`src/rtl/jk_seq_pkg.sv`:
```
// jk_seq_pkg: shared state encoding and excitation-mode constants
// for the JK sequence driver and its excitation helper.
package jk_seq_pkg;

    typedef enum logic [1:0] {
        IDLE  = 2'd0,
        DRIVE = 2'd1,
        CHECK = 2'd2,
        DONE  = 2'd3
    } state_t;

    localparam int MODE_SR     = 0;
    localparam int MODE_TOGGLE = 1;

endpackage

```
`src/rtl/jk_excite.sv`:
```
// jk_excite: per-bit J/K excitation that moves a JK bank from cur to tgt.
// Ports: cur/tgt (WIDTH) present and wanted state, mode (0 set/reset,
// 1 toggle); J/K (WIDTH) the excitation. Purely combinational.
module jk_excite #(
    parameter int WIDTH = 4
) (
    input  logic [WIDTH-1:0] cur,
    input  logic [WIDTH-1:0] tgt,
    input  logic             mode,
    output logic [WIDTH-1:0] J,
    output logic [WIDTH-1:0] K
);

    logic [WIDTH-1:0] w_chg;

    // Only bits that must change get any drive; set/reset picks the
    // side by direction, toggle drives both inputs.
    assign w_chg = cur ^ tgt;
    assign J     = mode ? w_chg : (w_chg & tgt);
    assign K     = mode ? w_chg : (w_chg & cur);

endmodule

```
`src/rtl/jk_seq_driver.sv`:
```
// jk_seq_driver: steps a JK flop bank through a stored sequence of targets,
// driving the J/K excitation for one cycle and then checking Q.
// Ports: clk, Clear (async active-low); load_en/load_addr/load_data write
// the sequence; seq_len/loop_en/start/stop control a run; q_fb is the bank
// Q; J/K drive the bank; busy/done/mismatch/err_count/step_idx report.
module jk_seq_driver
    import jk_seq_pkg::*;
#(
    parameter int WIDTH = 4,
    parameter int DEPTH = 8,
    parameter int MODE  = MODE_SR,
    parameter int ERR_W = 8,
    localparam int AW   = $clog2(DEPTH)
) (
    input  logic             clk,
    input  logic             Clear,
    input  logic             load_en,
    input  logic [AW-1:0]    load_addr,
    input  logic [WIDTH-1:0] load_data,
    input  logic [AW:0]      seq_len,
    input  logic             loop_en,
    input  logic             start,
    input  logic             stop,
    input  logic [WIDTH-1:0] q_fb,
    output logic [WIDTH-1:0] J,
    output logic [WIDTH-1:0] K,
    output logic             busy,
    output logic             done,
    output logic             mismatch,
    output logic [ERR_W-1:0] err_count,
    output logic [AW-1:0]    step_idx
);

    localparam logic LP_TOGGLE = 1'(MODE == MODE_TOGGLE);

    state_t           r_state;
    logic [WIDTH-1:0] r_mem [DEPTH];
    logic [AW:0]      r_len;
    logic [AW-1:0]    r_idx;
    logic [WIDTH-1:0] r_j;
    logic [WIDTH-1:0] r_k;
    logic             r_mm;
    logic [ERR_W-1:0] r_err;

    logic             w_busy;
    logic             w_wr;
    logic             w_last;
    logic             w_bad;
    logic [AW-1:0]    w_nidx;
    logic [AW-1:0]    w_tidx;
    logic [WIDTH-1:0] w_tgt;
    logic [WIDTH-1:0] w_j;
    logic [WIDTH-1:0] w_k;

    assign w_busy = (r_state == DRIVE) || (r_state == CHECK);
    assign w_wr   = load_en && !w_busy;

    // Last step of the programmed sequence: idx + 1 >= len.
    assign w_last = ({1'b0, r_idx} + (AW+1)'(1)) >= r_len;
    assign w_nidx = w_last ? '0 : r_idx + AW'(1);

    // Next target index: entry 0 when launching from IDLE or wrapping,
    // otherwise the following entry.
    assign w_tidx = (r_state == CHECK) ? w_nidx : '0;

    // A write landing in the same cycle as start must be seen by step 0.
    assign w_tgt = (w_wr && (load_addr == w_tidx)) ? load_data
                                                   : r_mem[w_tidx];

    assign w_bad = q_fb != r_mem[r_idx];

    // Excitation is taken from q_fb directly: at every edge that loads
    // J/K, q_fb is exactly the resynchronised current state.
    jk_excite #(
        .WIDTH (WIDTH)
    ) u_exc (
        .cur  (q_fb),
        .tgt  (w_tgt),
        .mode (LP_TOGGLE),
        .J    (w_j),
        .K    (w_k)
    );

    always_ff @(posedge clk) begin
        if (w_wr) begin
            r_mem[load_addr] <= load_data;
        end
    end

    always_ff @(posedge clk or negedge Clear) begin
        if (!Clear) begin
            r_state <= IDLE;
            r_len   <= '0;
            r_idx   <= '0;
            r_j     <= '0;
            r_k     <= '0;
            r_mm    <= 1'b0;
            r_err   <= '0;
        end else begin
            unique case (r_state)
                IDLE: begin
                    if (start) begin
                        r_mm  <= 1'b0;
                        r_err <= '0;
                        r_len <= seq_len;
                        if (seq_len == '0) begin
                            r_state <= DONE;
                        end else begin
                            r_state <= DRIVE;
                            r_idx   <= '0;
                            r_j     <= w_j;
                            r_k     <= w_k;
                        end
                    end
                end
                DRIVE: begin
                    r_j     <= '0;
                    r_k     <= '0;
                    r_state <= CHECK;
                end
                CHECK: begin
                    if (w_bad) begin
                        r_mm <= 1'b1;
                        if (r_err != '1) begin
                            r_err <= r_err + ERR_W'(1);
                        end
                    end
                    if (!w_last || (loop_en && !stop)) begin
                        r_idx   <= w_nidx;
                        r_j     <= w_j;
                        r_k     <= w_k;
                        r_state <= DRIVE;
                    end else begin
                        r_state <= DONE;
                    end
                end
                DONE: begin
                    r_state <= IDLE;
                end
            endcase
        end
    end

    assign J         = r_j;
    assign K         = r_k;
    assign busy      = w_busy;
    assign done      = r_state == DONE;
    assign mismatch  = r_mm;
    assign err_count = r_err;
    assign step_idx  = r_idx;

endmodule

```
`config.mk`:
```
export PLATFORM = sky130hd
export DESIGN_NAME = jk_seq_driver
export DESIGN_NICKNAME = d
export VERILOG_FILES = /design/src/rtl/jk_seq_pkg.sv /design/src/rtl/jk_excite.sv /design/src/rtl/jk_seq_driver.sv
export SDC_FILE = /design/constraint.sdc
export NUM_CORES = 1
export LEC_CHECK = 0
export ABC_AREA = 1
export ABC_CLOCK_PERIOD_IN_PS = 5800
export CORE_MARGIN = 2
export CORE_UTILIZATION = 30
export DETAILED_ROUTE_END_ITERATION = 12
export DONT_BUFFER_PORTS = 1
export GPL_TIMING_DRIVEN = 0
export HOLD_SLACK_MARGIN = 0.1
export SLEW_MARGIN = 10
export SYNTH_ARGS = -nofsm -noshare
export SYNTH_HDL_FRONTEND = slang
export SYNTH_SLANG_ARGS = --single-unit
```
`constraint.sdc`:
```
create_clock -name clk -period 5.8 [get_ports clk]
set_input_delay 1.16 -clock clk [delete_from_list [all_inputs] [get_ports clk]]
set_output_delay 1.16 -clock clk [all_outputs]
set_load 0.005 [all_outputs]
```
==> impl_metrics.py <==
metrics = {
    "clock_tree": {
        "cts.reportedPaths.clkPinSlew_ns": 0.05,
        "root_buffer": "clkbuf_16",
        "ctsHoldBuffers": 0,
        "cts.htree.levels": 3,
        "cts_setup_buffers": 0,
        "cts_tree": "yes",
        "cts_buffer_depth": 2,
        "clock_latency_ns": 0.33,
        "clock_sinks": 58,
        "cts_buffers": 9,
        "post_cts_resized": 0,
    },
    "drt": {
        "detail_route.vias_per_cell": 4.93,
        "wl_met3_um": 655,
        "vias": 2867,
        "drt-wirelength-per-cell_um": 15.0,
        "routed_wl_mm": 8.69,
        "met2WireLength_mm": 4.07,
        "drc": 0,
        "first_pass_iters": 5,
        "drtAntennaViolNets": 0,
        "drtIter0Drc": 269,
        "highest_layer": "met4",
        "wl_met1_mm": 3.87,
    },
    "power": {
        "p_int_uw": 1120,
        "p_leak_uw": 0.00184,
        "combPwrFrac_pct": 34.8,
        "p_sw_uw": 641,
        "switching_share_pct": 36.4,
        "power_density_nw_per_um2": 449,
        "pwr-share-clk_pct": 33.8,
        "ir_drop_mv": 0.227,
        "p_total_uw": 1760,
        "p_seq_share_pct": 31.4,
    },
    "yosys": {
        "syn_avg_cell_area_um2": 8.04,
        "synth_warnings": 0,
        "syn_nets": 457,
        "syn_area_um2": 3420,
        "synthTopCellsByArea": "edfxtp_1 28%, dfrtp_1 19%, nand2_1 14%",
        "synth_area_leader_cell": "edfxtp_1",
        "seq_area_frac_synth_pct": 47.2,
        "ys_ff_latch": 58,
        "synth_top_cell_area_share_pct": 28.1,
        "synthDistinctLibCells": 31,
        "syn_inst": 425,
    },
    "critical_path": {
        "slowest_stage": "dfrtp_1",
        "r2r_start": "step_idx[0]",
        "crit_top_cell": "nand2_1",
        "critPathRequiredTime_ns": 6.02,
        "cp.arrival_ns": 3.68,
        "crit_path_cell_trace": "buf_6 -> inv_2 -> buf_6 -> clkbuf_1 -> nor3_1 -> ha_1 -> a21oi_4 -> nand3_1 -> nor2_2 -> nand3_1 -> nand2_1 -> nor2_1 -> nand2_2 -> clkinv_2 -> nand2_1 -> nand2_1 -> nand2_1 -> nand2_1",
        "critPathMaxFanout": 10,
        "critPathLaunch": "step_idx[0]",
        "cp_top_family": "simple AND/OR/NAND/NOR gates",
        "crit_path_max_incr_delay_ns": 0.45,
        "critPathKind": "reg2reg",
        "start_kind": "register",
        "end_kind": "register",
        "cp_num_buf_inv": 5,
    },
    "floorplan": {
        "core_um2": 11000,
        "die_h_um": 111,
        "die_width_um": 111,
        "std_cell_rows": 38,
        "io_pins": 43,
        "initial_utilization_pct": 31.1,
        "dieArea_um2": 12300,
    },
    "global_routing": {
        "overflow": 0,
        "first_global_vias": 2830,
        "grt_max_degree": 27,
        "track_usage_pct": 15.0,
        "antenna_found_initial": 0,
        "grt_pass1_wl_mm": 14.6,
    },
    "timing": {
        "fmax_mhz": 289,
        "finalCritPeriodShare_pct": 59.6,
        "setup_viol": 0,
        "fin_skew_ns": 0.00320,
        "tns_ns": 0,
        "slew_violations": 0,
        "relSlewSlack_pct": 65.0,
        "min_period_ns": 3.46,
        "tightest_slew_ns": 0.521,
        "rsz0062_at_grt": "false",
        "hold_viol_final": 0,
    },
    "layout": {
        "fin_nets": 468,
        "fin_util_pct": 35.8,
        "num-fill-cells": 1106,
        "diodes": 0,
        "final_cell_mix": "125 x nand2_1, 50 x inv_1, 49 x nor2_1",
        "drive_gt1_share_pct": 9.30,
        "syn_to_final_growth_pct": 14.9,
        "final_common_cell": "nand2_1",
    },
    "worst_hold_path": {
        "hp-class": "in2async",
    },
    "placed_design": {
        "gp_congestion": 0.951,
        "port_buffers": 0,
        "dp_hpwl_mm": 6.67,
    },
    "job": {
        "cap_violations": 0,
    },
    "outcome": {
        "outcome": "finished clean",
    },
}
## metal layers
metal	global-route usage [%]	up-vias
li1	-	1416
met1	18.8	1320
met4	5.33	0
met3	4.98	11
met2	24.0	120
met5	0	-
## per-stage QoR
stage,hold slack (ns),instances,setup WS [ns],instance area (um^2)
4_1_cts,0.508,581,2.36,3930
2_1_floorplan,0.472,425,3.07,3420
5_1_grt,0.504,581,2.08,3930
6_report,0.517,581,2.34,3930
3_3_place_gp,0.507,565,2.52,3590
3_5_place_dp,0.513,565,2.38,3590
## worst paths after layout
| kind | cells past startpoint | end | slack, ns |
|---|---|---|---|
| worst max register to register | 18 | J[2] | 2.34 |
| worst max-delay path | 18 | J[2] | 2.34 |
| worst min register to register | 2 | mismatch | 0.52 |
| worst min-delay path | 0 | step_idx[0] | 0.52 |
| max in group asynchronous | 0 | err_count[5] | 5.19 |
| min in group clk | 2 | mismatch | 0.52 |
## cells by family (layout without fill, tap and decap cells)
family | Yosys count | in the layout | synth area share [%]
XOR/XNOR | 7 | 7 | 2.01
multiplexers | 1 | 1 | 0.330
adder cells (fa/ha/maj) | 11 | 11 | 4.03
AND/OR/NAND/NOR | 244 | 244 | 31.2
AO/OA/AOI/OAI | 40 | 40 | 7.10
buffers and inverters | 64 | 80 | 8.17
flip-flops | 58 | 58 | 47.2
## cell usage after synthesis (all sizes together)
cell	count
xnor2	1
o211ai	8
xor2	6
mux2	1
o21ai	20
clkbuf	1
nor2	51
buf	10
a22oi	1
o2111ai	1
nand3	45
nand4	15
clkinv	1
nor3	3
nor4	1
a21oi	10
ha	11
dfrtp	26
nand2	127
or2	2
edfxtp	32
inv	52
## power groups by stage
stage	clock network (uW)	logic [uW]	registers (uW)
final	596	613	554
after CTS	610	611	555
after global placement	0	591	561
after global routing	632	707	563
after detailed placement	0	606	563
after floorplan	0	473	543
## area by class of cell
cell class / count / area, um^2 / share of cell area [%]
sequential: 58 / 1610 / 41.0
clock inverter: 6 / 106 / 2.71
tap: 140 / 175 / 4.46
clock buffer: 10 / 229 / 5.83
inverter: 53 / 200 / 5.10
buffer: 11 / 78.8 / 2.01
multi-input combinational: 303 / 1530 / 38.9
## flip-flops by register name (all words and copies together), names as in the netlist
name / cells
mismatch: 1
r_mem: 32
step_idx: 3
err_count: 8
K: 4
r_state: 2
J: 4
r_len: 4
No activity file was read; power rests on OpenSTA's default activity.
